===== src/rtl/td4_pkg.sv =====
// Shared types and constants for the TD4 fetch/execute sequencer.
package td4_pkg;

  localparam int OPC_W  = 4;
  localparam int IMM_W  = 4;
  localparam int DATA_W = 4;
  localparam int WORD_W = OPC_W + IMM_W;

  typedef enum logic [1:0] {
    IDLE,
    FETCH,
    EXEC,
    HALT
  } state_e;

  typedef enum logic [OPC_W-1:0] {
    ADD_A    = 4'b0000,
    MOV_A_B  = 4'b0001,
    IN_A     = 4'b0010,
    MOV_A_IM = 4'b0011,
    MOV_B_A  = 4'b0100,
    ADD_B    = 4'b0101,
    IN_B     = 4'b0110,
    MOV_B_IM = 4'b0111,
    OUT_B    = 4'b1001,
    OUT_IM   = 4'b1011,
    JNC      = 4'b1110,
    JMP      = 4'b1111
  } opcode_e;

  // Upper nibble of an instruction word viewed as an opcode; unlisted codes act as NOP.
  function automatic opcode_e word_opcode(input logic [WORD_W-1:0] word);
    return opcode_e'(word[WORD_W-1:IMM_W]);
  endfunction

  // Lower nibble of an instruction word (the immediate field).
  function automatic logic [IMM_W-1:0] word_imm(input logic [WORD_W-1:0] word);
    return word[IMM_W-1:0];
  endfunction

endpackage


===== src/rtl/td4_alu.sv =====
// 4-bit adder used by ADD A,Im and ADD B,Im; carry is bit 4 of the 5-bit sum.
module td4_alu
  import td4_pkg::*;
(
  input  logic [DATA_W-1:0] src_i,
  input  logic [IMM_W-1:0]  imm_i,
  output logic [DATA_W-1:0] sum_o,
  output logic              carry_o
);

  assign {carry_o, sum_o} = {1'b0, src_i} + {1'b0, imm_i};

endmodule


===== src/rtl/td4_sequencer.sv =====
// Two-cycle fetch/execute controller for the TD4 CPU with run/step control and
// self-jump halt detection. ROM is combinational and addressed directly by the PC.
module td4_sequencer
  import td4_pkg::*;
#(
  parameter logic [3:0] RESET_PC        = 4'h0,
  parameter bit         HALT_ON_SELFJMP = 1'b1
) (
  input  logic              clk,
  input  logic              reset,
  input  logic              run,
  input  logic              step,
  output logic [3:0]        rom_addr,
  input  logic [WORD_W-1:0] rom_data,
  input  logic [3:0]        in_port,
  output logic [3:0]        out_port,
  output logic              busy,
  output logic              halted,
  output logic [3:0]        dbg_a,
  output logic [3:0]        dbg_b,
  output logic              dbg_carry
);

  state_e            state_q, state_d;
  logic [3:0]        pc_q, pc_d;
  logic [3:0]        a_q, a_d;
  logic [3:0]        b_q, b_d;
  logic              carry_q, carry_d;
  logic [3:0]        out_q, out_d;
  logic [WORD_W-1:0] ir_q, ir_d;

  opcode_e           opcode;
  logic [IMM_W-1:0]  imm;
  logic [DATA_W-1:0] alu_src;
  logic [DATA_W-1:0] alu_sum;
  logic              alu_carry;
  logic              halt_det;

  assign opcode   = word_opcode(ir_q);
  assign imm      = word_imm(ir_q);
  assign alu_src  = (opcode == ADD_B) ? b_q : a_q;
  assign halt_det = HALT_ON_SELFJMP && (opcode == JMP) && (imm == pc_q);

  td4_alu u_alu (
    .src_i   (alu_src),
    .imm_i   (imm),
    .sum_o   (alu_sum),
    .carry_o (alu_carry)
  );

  // State register; reset returns to IDLE regardless of where we were.
  always_ff @(posedge clk) begin
    if (reset) state_q <= IDLE;
    else       state_q <= state_d;
  end

  // Next state: run wins over step, HALT is sticky, EXEC decides continue/stop/halt.
  always_comb begin
    state_d = state_q;
    case (state_q)
      IDLE:    if (run || step) state_d = FETCH;
      FETCH:   state_d = EXEC;
      EXEC: begin
        if (halt_det) state_d = HALT;
        else if (run) state_d = FETCH;
        else          state_d = IDLE;
      end
      HALT:    state_d = HALT;
      default: state_d = IDLE;
    endcase
  end

  // Status outputs decoded from the current state only.
  always_comb begin
    busy   = (state_q == FETCH) || (state_q == EXEC);
    halted = (state_q == HALT);
  end

  // Datapath next values: latch IR in FETCH, write back everything at the end of EXEC.
  always_comb begin
    pc_d    = pc_q;
    a_d     = a_q;
    b_d     = b_q;
    carry_d = carry_q;
    out_d   = out_q;
    ir_d    = ir_q;
    if (state_q == FETCH) begin
      ir_d = rom_data;
    end
    if (state_q == EXEC) begin
      pc_d    = pc_q + 4'd1;
      carry_d = 1'b0;
      case (opcode)
        ADD_A: begin
          a_d     = alu_sum;
          carry_d = alu_carry;
        end
        ADD_B: begin
          b_d     = alu_sum;
          carry_d = alu_carry;
        end
        MOV_A_IM: a_d = imm;
        MOV_B_IM: b_d = imm;
        MOV_A_B:  a_d = b_q;
        MOV_B_A:  b_d = a_q;
        IN_A:     a_d = in_port;
        IN_B:     b_d = in_port;
        OUT_B:    out_d = b_q;
        OUT_IM:   out_d = imm;
        JMP:      pc_d = imm;
        JNC:      if (!carry_q) pc_d = imm;
        default:  ;
      endcase
    end
  end

  // Datapath registers; synchronous reset discards any instruction in flight.
  always_ff @(posedge clk) begin
    if (reset) begin
      pc_q    <= RESET_PC;
      a_q     <= 4'h0;
      b_q     <= 4'h0;
      carry_q <= 1'b0;
      out_q   <= 4'h0;
      ir_q    <= '0;
    end else begin
      pc_q    <= pc_d;
      a_q     <= a_d;
      b_q     <= b_d;
      carry_q <= carry_d;
      out_q   <= out_d;
      ir_q    <= ir_d;
    end
  end

  assign rom_addr  = pc_q;
  assign out_port  = out_q;
  assign dbg_a     = a_q;
  assign dbg_b     = b_q;
  assign dbg_carry = carry_q;

endmodule


===== config.mk =====
export PLATFORM = sky130hd
export DESIGN_NAME = td4_sequencer
export DESIGN_NICKNAME = d
export VERILOG_FILES = /design/src/rtl/td4_pkg.sv /design/src/rtl/td4_alu.sv /design/src/rtl/td4_sequencer.sv
export SDC_FILE = /design/constraint.sdc
export NUM_CORES = 1
export LEC_CHECK = 0
export CAP_MARGIN = 40
export CELL_PAD_IN_SITES_DETAIL_PLACEMENT = 1
export CELL_PAD_IN_SITES_GLOBAL_PLACEMENT = 1
export CORE_MARGIN = 3
export CORE_UTILIZATION = 39
export CTS_CLUSTER_SIZE = 12
export DETAILED_ROUTE_END_ITERATION = 16
export GPL_ROUTABILITY_DRIVEN = 0
export GPL_TIMING_DRIVEN = 0
export PLACE_DENSITY = 0.85
export RECOVER_POWER = 25
export SETUP_SLACK_MARGIN = 0.02
export SYNTH_ARGS = -nofsm -noshare
export SYNTH_HDL_FRONTEND = slang
export SYNTH_HIERARCHICAL = 1
export SYNTH_SLANG_ARGS = --single-unit

===== constraint.sdc =====
create_clock -name clk -period 3.3 [get_ports clk]
set_input_delay 0.66 -clock clk [delete_from_list [all_inputs] [get_ports clk]]
set_output_delay 0.66 -clock clk [all_outputs]
set_load 0.03 [all_outputs]

After elaboration in Yosys (flattened, before gate mapping)
Cells that the tools add are included.

Output and inout port bits: 19. Logic and storage cells: 48. Flip-flop bits (word level): 27. Input bits: 16.

Equal/unequal tests: 16. Reduce and logical (&&, ||, !) cells: 12. $add $sub $neg: 2. Multiplexer cells: 11.

Operators by type and width (count): $pmux 4 s4 (2); $eq 4x3->1 const B (4); $eq 4x4->1 const B (4); $pmux 4 s2 (2); $eq 4x2->1 const B (2); $mux 4 (2); $pmux 2 s4 (1); $reduce_bool 4->1 (2); $reduce_and 2->1 (3); $add 4x4->5 (1); $add 4x1->4 const B (1); $eq 2x2->1 const B (2); $eq 4x1->1 const B (1); $eq 4x4->1 (1); $logic_not 4->1 (1); $mux 2 (2); $eq 2x1->1 const B (1); $logic_not 2->1 (1); $logic_or 1x1->1 (2); $mux 1 (2); $ne 2x2->1 const B (1); $reduce_bool 2->1 (1); $reduce_or 2->1 (1); $logic_and 1x1->1 (1).

Logic depth before layout (Yosys ltp)
Gate-level depths: netlist (run 1).

Word-level depth: 4. Mapped depth: 13.

Hierarchy
The synthesis (run 1) kept the hierarchy.

Modules (own cells, without submodules): td4_sequencer (times used 1, area each 1654.1 sq um, cells each 173); td4_alu (times used 1, area each 136.4 sq um, cells each 16).

Worst setup path before layout (run 1)
Ideal clock, no wire load.

Path type: reg-to-reg. From: reg ir_q[5]. To: reg b_q[3] (netlist: dbg_b[3]). Stages on the path, launching flop included: 13. Slack: 0.777 ns. Data required time: 3.172 ns. Arrival: 2.395 ns. Buffers on the path: 2. Period minus slack after synthesis: 2.523 ns. Cells stage by stage: dfxtp_1 buf_6 nor2_1 and3_1 buf_6 mux2_4 ha_1 a21o_1 a21oi_2 xnor2_1 mux4_2 mux2i_1 nor2_1.

Word-level cells in the longest chain between the ends: 4. Elaborated cells on any way between the ends: 9. Classes of those cells: add/sub: 1; eq/ne: 4; mux: 2; reduce/logical: 2.

RTL lines: start: declaration (line td4_sequencer.sv:30) `logic [WORD_W-1:0] ir_q, ir_d;`; start signal: assignment (line td4_sequencer.sv:132) `ir_q <= ir_d;`; $eq 4x3->1 (line td4_sequencer.sv:41) `assign alu_src = (opcode == ADD_B) ? b_q : a_q;`; $mux 4 (line td4_sequencer.sv:41); named net alu_src[1] (line td4_sequencer.sv:34) `logic [DATA_W-1:0] alu_src;`; $add 4x4->5 (line td4_alu.sv:11) `assign {carry_o, sum_o} = {1'b0, src_i} + {1'b0, imm_i};`; named net alu_sum[3] (line td4_sequencer.sv:35) `logic [DATA_W-1:0] alu_sum;`; $pmux 4 s4 (line td4_sequencer.sv:93) `case (opcode)`; end signal: assignment (line td4_sequencer.sv:122) `b_q <= 4'h0;`; end signal: assignment (line td4_sequencer.sv:129) `b_q <= b_d;`; end: declaration (line td4_sequencer.sv:27) `logic [3:0] b_q, b_d;`.

The timed path passes the listed nets, and every way through them passes these cells. A chain may end at the register's enable or synchronous reset.

Final worst setup path (run 1)
From: reg ir_q[5]. To: reg a_q[3] (netlist: dbg_a[3]).

Word-level cells in the longest chain between the ends: 4. Elaborated cells on any way between the ends: 10. Classes of those cells: add/sub: 1; eq/ne: 4; mux: 2; reduce/logical: 3.

RTL lines: $eq 4x3->1 (line td4_sequencer.sv:41); $mux 4 (line td4_sequencer.sv:41); named net alu_src[1] (line td4_sequencer.sv:34); $add 4x4->5 (line td4_alu.sv:11); named net alu_sum[3] (line td4_sequencer.sv:35); $pmux 4 s4 (line td4_sequencer.sv:93); end signal: assignment (line td4_sequencer.sv:121) `a_q <= 4'h0;`; end signal: assignment (line td4_sequencer.sv:128) `a_q <= a_d;`; end: declaration (line td4_sequencer.sv:26) `logic [3:0] a_q, a_d;`.

The timed path passes the listed nets, and every way through them passes these cells.

==> impl_results.rst, run 1 <==
.. list-table::
   :header-rows: 1

   * - Metric
     - Value
   * - Final number of setup-violating endpoints
     - 0
   * - Post-detail-place hpwl
     - 3740 um
   * - Required time worst endpoint
     - 3.45 ns
   * - Core area
     - 4380 um2
   * - Net count after synthesis
     - roughly 220
   * - Global router's overall resource usage
     - 0.193
   * - Crit path max fanout
     - 10
   * - Bufs on Longest Clock Path
     - 2
   * - X dimension of the die
     - approximately 74 um
   * - Register-to-register setup slack
     - 0.46 ns
   * - Number of nets with antenna violations after detailed routing
     - 0
   * - Netlist area before placement
     - 1790 um2
   * - Source-to-sink clock delay at the later pin of the worst-skew pair
     - 0.27 ns
   * - Vertical die dimension
     - 73.8 um
   * - Unique masters post-synth
     - 44
   * - Inserted Diodes
     - 0
   * - Drt first pass iters
     - 4
   * - Total number of vias
     - between 1500 and 2000
   * - Area growth syn-to-layout
     - 24.5%
   * - Number of antenna violations at the first check in global routing
     - 0
   * - CTS hold repair buffers
     - 0
   * - Rows
     - 24
   * - Pin count of the biggest net entering global routing
     - 16
   * - Clock transition at the registers of the reported paths
     - about 0.090 ns
   * - Number of fill cells in the layout
     - 528
   * - Vias in the first global route
     - approximately 1600
   * - Setup repair after global routing missed its margin
     - no
   * - Upper clock frequency limit
     - ~350 MHz
   * - Full die area
     - 5440 um2
   * - Per-cell via count in the routed design
     - 5.56
   * - Count of final max-slew check failures
     - 0
   * - Drt total wl
     - 4850 um
   * - LEAKAGE
     - 0.856 nW
   * - Period Utilization, post-route
     - 0.861
   * - Total power divided by cell area
     - around 400 nW/um2
   * - Clock tree from TritonCTS
     - done
   * - Number of flops mapped to enable cells by yosys
     - 0
   * - Sequential cell area fraction in the yosys report
     - 0.302
   * - Synthesis-stage register bit count
     - 27
   * - Number of hold-slack violations in the final timing report
     - 0
   * - Setup Crit Path Kind
     - reg2reg
   * - Effective utilization at floorplan
     - 0.408
   * - Quantity of gates resized following cts
     - 0
   * - Min Clock Period, post-route
     - 2.84 ns
   * - IR Drop Worst-Case VDD
     - 0.256 mV
   * - DRC violations left
     - 0
   * - Yosys warning total
     - 6
   * - Worst-case headroom to the max-slew limit
     - 0.570
   * - Post-synthesis cell count
     - 189
   * - Type of element launching the critical path
     - register
   * - Critical path arrival
     - 2.99 ns
   * - Fraction of final layout cells with drive strength greater than 1
     - 0.124
   * - Placed cell area
     - 2190 um2
   * - 1st-iter DRT viols
     - 73
   * - First-pass GRT wire length
     - 8030 um
   * - Worst setup skew after layout
     - ~0.0045 ns
   * - Post-synth ARST share
     - 0
   * - Tightest Hold Check Type
     - reg2reg
   * - Kind of capture point of the worst setup path
     - register
   * - Ys flop type
     - dfxtp_1
   * - GRT Residual Overflow
     - 0
   * - Top Ports
     - 35
   * - Final net count
     - roughly 250
   * - Per-cell routed wire length
     - between 15 and 20 um
   * - Post-Layout Inst Area
     - 2230 um2
   * - Total negative setup slack
     - 0 ns
   * - Root buf cell
     - clkbuf_8
   * - Average size of a mapped cell
     - 9.47 um2
   * - Maximum level of the CTS H-tree
     - 1
   * - Finished Core Util
     - 0.508
   * - Port buffer count
     - 33
   * - Clock sink total
     - 27
   * - Post-CTS setup repair buffer count
     - 0
   * - Status
     - finished clean
   * - Worst Max-Slew Pin Slew
     - 0.645 ns
   * - Maximum Capacitance Violations
     - 0
   * - Total CTS buffers
     - 3
## cells in the final DEF, fill, tap and decap left out, drive strengths merged, types with 2 or more instances in the layout
| cell type | n |
|---|---|
| a21oi | 10 |
| a311oi | 3 |
| a31oi | 4 |
| and2 | 2 |
| buf | 6 |
| clkbuf | 9 |
| clkdlybuf4s50 | 33 |
| dfxtp | 27 |
| ha | 10 |
| inv | 8 |
| mux2 | 6 |
| mux2i | 13 |
| mux4 | 6 |
| nand2 | 11 |
| nand2b | 4 |
| nand3 | 3 |
| nand3b | 2 |
| nand4 | 2 |
| nor2 | 30 |
| nor2b | 5 |
| nor3 | 5 |
| o21ai | 4 |
| o221ai | 4 |
| xnor2 | 3 |
| xor2 | 4 |
## worst paths after layout
path                     from     endpoint  cells after the start
hold reg to reg   out_port[1]  out_port[1]                      2
setup reg to reg      ir_q[5]     dbg_a[3]                     12
setup / recovery      ir_q[5]     dbg_a[3]                     12
hold / removal    out_port[1]  out_port[1]                      2
## final cells by class
class	instances	area, um2	area share
Buffer	12	104	0.0466
Clock buffer	3	41.3	0.0185
Clock inverter	1	5.00	0.00225
Inverter	8	30.0	0.0135
Multi-Input combinational cell	142	1110	0.499
Sequential cell	27	541	0.243
Tap cell	52	65.1	0.0292
Timing Repair Buffer	33	330	0.148
## power by group
part	internal [mW]	leakage, nW	switching [mW]
combinational	0.153	0.610	0.161
clock	0.0847	0.0255	0.106
sequential	0.350	0.220	0.0365
total	0.588	0.855	0.304
## worst max-delay path: stages, from the launching register on
cell and delay, ns:
dfxtp_1 0.32, buf_6 0.15, nor2_1 0.17, and3_1 0.19, buf_6 0.13, mux2_4 0.31
ha_1 0.31, a21o_1 0.18, a21oi_2 0.16, xnor2_1 0.09, mux4_1 0.52, nor2_1 0.11
nor3_1 0.06
## routing by layer
metal | global-route usage | routed length [um] | vias up
met5 | 0 | 0 | -
met4 | 0.0382 | 49 | 0
met3 | 0.0397 | 205 | 6
met2 | 0.338 | 2400 | 33
met1 | 0.245 | 2200 | 766
li1 | - | - | 741
## synthesized netlist by cell type, types with 2 or more instances
cell | instances | area (um2)
nand2b_1 | 4 | 25.0
mux2_4 | 4 | 60.1
a311oi_2 | 2 | 30.0
nand4_1 | 2 | 12.5
a31oi_1 | 4 | 25.0
mux2_2 | 2 | 22.5
buf_12 | 2 | 40.0
o21ai_0 | 4 | 20.0
nor3_1 | 5 | 25.0
buf_2 | 2 | 10.0
a21oi_1 | 9 | 45.0
mux2i_1 | 13 | 130
o221ai_1 | 4 | 35.0
buf_6 | 3 | 33.8
nor2_1 | 29 | 109
mux4_2 | 5 | 113
inv_1 | 8 | 30.0
nand2_1 | 11 | 41.3
nand3b_1 | 2 | 15.0
nand3_1 | 3 | 15.0
and2_1 | 2 | 12.5
xnor2_1 | 3 | 26.3
ha_1 | 10 | 125
dfxtp_1 | 27 | 541
nor2b_1 | 5 | 31.3
clkbuf_1 | 3 | 11.3
xor2_1 | 4 | 35.0
## logic make-up after synthesis
kind of cell / count (synthesis) / share of synthesized area
fa+ha+maj: 11 / 0.0811
buf+inv: 20 / 0.0769
flops: 27 / 0.302
compound gates: 28 / 0.114
mux: 25 / 0.196
simple gates: 71 / 0.196
xor+xnor: 7 / 0.0342
## per-stage QoR
stage          total power, mW  setup slack (ns)  std cells  hold slack, ns
2_1_floorplan            0.610             0.777        189           0.493
3_3_place_gp             0.697             0.624        274           0.446
3_5_place_dp             0.710             0.505        274           0.450
4_1_cts                  0.903             0.471        278           0.472
5_1_grt                  0.946             0.337        278           0.489
6_report                 0.892             0.457        278           0.463
## sequential cells by signal (all words and copies together), names as in the netlist
name	count
dbg_carry	1
dbg_a	4
ir_q	8
rom_addr	4
out_port	4
dbg_b	4
state_q	2
Power figures use the tool's default switching activity.
==> run 2, diff against run 1 <==
--- a/config.mk
+++ b/config.mk
@@ -14,7 +14,7 @@
 export DETAILED_ROUTE_END_ITERATION = 16
 export GPL_ROUTABILITY_DRIVEN = 0
 export GPL_TIMING_DRIVEN = 0
-export PLACE_DENSITY = 0.85
+export PLACE_DENSITY = 0.8
 export RECOVER_POWER = 25
 export SETUP_SLACK_MARGIN = 0.02
 export SYNTH_ARGS = -nofsm -noshare
==> run 2 against run 1 <==
Effect of this change:
- register-to-register slack gained 0.09 ns
- sequential power is essentially flat
- largest power group unchanged
- critical path type unchanged
- clock power is essentially flat
- combinational power is essentially flat
- cell count is the same
- via count shrank 0.13%
- setup slack gained 0.088 ns
- cell area is essentially flat
- utilization is essentially flat
- sequential share of layout area is essentially flat
- count of clock-buffer cells in the layout grew 1
- first-iteration DRC count shrank 47%
==> impl_results.rst, run 2 (synthesized netlist as in run 1, its figures left out) <==
.. list-table::
   :header-rows: 1

   * - Metric
     - Value
   * - Total negative setup slack
     - 0 ns
   * - CTS hold repair buffers
     - 0
   * - Bufs on Longest Clock Path
     - 2
   * - Post-detail-place hpwl
     - 3620 um
   * - Worst-case headroom to the max-slew limit
     - 0.548
   * - Worst setup skew after layout
     - around 0.0022 ns
   * - Final net count
     - about 250
   * - IR Drop Worst-Case VDD
     - 0.201 mV
   * - Number of flip-flops in the largest register
     - 8
   * - Period Utilization, post-route
     - 0.835
   * - Length in cells of the worst reg-to-reg path
     - 11
   * - Setup Crit Path Kind
     - reg2reg
   * - Leading cell type in the layout, fill and taps excluded
     - clkdlybuf4s50_1
   * - Min Clock Period, post-route
     - 2.75 ns
   * - Setup repair after global routing missed its margin
     - no
   * - Final number of setup-violating endpoints
     - 0
   * - Count of non-filler cells in the finished layout
     - between 200 and 300
   * - Quantity of gates resized following cts
     - 0
   * - Number of instances in the placed design
     - 274
   * - Tightest Hold Check Type
     - reg2reg
   * - Global router's overall resource usage
     - 0.194
   * - Maximum level of the CTS H-tree
     - 1
   * - Pin count of the biggest net entering global routing
     - 15
   * - Effective utilization at floorplan
     - 0.408
   * - Power Total
     - 0.894 mW
   * - Port buffer count
     - 33
   * - Core area
     - 4380 um2
   * - First-pass GRT wire length
     - 8130 um
   * - Total power divided by cell area
     - 401 nW/um2
   * - Upper clock frequency limit
     - 363 MHz
   * - Number of hold-slack violations in the final timing report
     - 0
   * - Fraction of final layout cells with drive strength greater than 1
     - 0.119
   * - Hold path depth
     - 2
   * - Type of element launching the critical path
     - register
   * - Per-cell routed wire length
     - 17.6 um
   * - 1st-iter DRT viols
     - 39
   * - Clock tree from TritonCTS
     - done
   * - Crit path max fanout
     - 8
   * - Per-cell via count in the routed design
     - 5.55
   * - GRT Residual Overflow
     - 0
   * - Vertical die dimension
     - around 74 um
   * - Source-to-sink clock delay at the later pin of the worst-skew pair
     - 0.27 ns
   * - Number of nets with antenna violations after detailed routing
     - 0
   * - Worst Max-Slew Pin Slew
     - between 0.6 and 0.7 ns
   * - Drt first pass iters
     - 4
   * - Required time worst endpoint
     - 3.44 ns
   * - Drt total wl
     - 4880 um
   * - Maximum Capacitance Violations
     - 0
   * - Clock sink total
     - 27
   * - Clock transition at the registers of the reported paths
     - 0.09 ns
   * - Total CTS buffers
     - 3
   * - Rows
     - 24
   * - Critical path arrival
     - between 2 and 3 ns
   * - Inserted Diodes
     - 0
   * - Post-CTS setup repair buffer count
     - 0
   * - Vias in the first global route
     - 1619
   * - Total number of vias
     - 1544
   * - LEAKAGE
     - 0.853 nW
   * - Count of final max-slew check failures
     - 0
   * - DRC violations left
     - 0
   * - Root buf cell
     - clkbuf_8
   * - Highest-count cells in the layout ignoring fill and taps
     - clkdlybuf4s50_1 (33), nor2_1 (29), dfxtp_1 (27)
   * - Status
     - finished clean
   * - Top Ports
     - 35
   * - Area growth syn-to-layout
     - 24.4%
   * - X dimension of the die
     - 73.8 um
   * - Number of antenna violations at the first check in global routing
     - 0
   * - Kind of capture point of the worst setup path
     - register
   * - Largest register by flop count
     - ir_q
   * - Full die area
     - 5440 um2
run 2: changes by cell type in the layout (fill, tap and decap cells not counted), sizes merged:
cell and change:
clkbuf +1, clkinv -1
run 2: per-stage QoR:
stage	instance area (um2)	utilization	setup WS, ns	hold WS, ns
global route	2230	0.508	0.432	0.496
floorplan	1790	-	0.777	0.493
CTS	2230	0.509	0.562	0.472
finish	2230	0.508	0.546	0.465
global placement	2190	0.499	0.654	0.450
detailed placement	2190	0.499	0.588	0.450
run 2: area by class of cell:
type	count	area, um2
tap	52	65.1
buffer	12	104
sequential	27	541
multi-input combinational	142	1110
timing repair buffer	33	330
fill	516	2160
clock buffer	4	45.0
inverter	8	30.0
run 2: worst paths after layout:
path / from / to / slack [ns]
max: ir_q[7] / dbg_b[2] / 0.55
min: out_port[0] / out_port[0] / 0.46
max reg2reg: ir_q[7] / dbg_b[2] / 0.55
min reg2reg: out_port[0] / out_port[0] / 0.46
run 2: layer usage:
| layer | up-vias | part of all wire | global-route usage |
|---|---|---|---|
| met5 | - | 0 | 0 |
| met4 | 0 | 0.019 | 0.0704 |
| met3 | 9 | 0.048 | 0.0192 |
| met2 | 42 | 0.49 | 0.326 |
| met1 | 753 | 0.44 | 0.256 |
| li1 | 740 | - | - |
run 2: worst max-delay path, stage by stage (launching register included):
cell and delay [ns]:
dfxtp_1 0.50, nor2_1 0.09, and3_1 0.21, buf_6 0.13
mux2_4 0.19, ha_1 0.16, inv_1 0.06, fa_1 0.40
xnor2_1 0.18, mux4_2 0.47, mux2i_1 0.16, nor2_1 0.06
run 2: power breakdown:
group,total (mW),internal [mW],switching [mW]
clock,0.192,0.0866,0.105
sequential,0.388,0.350,0.0377
combinational,0.314,0.154,0.160
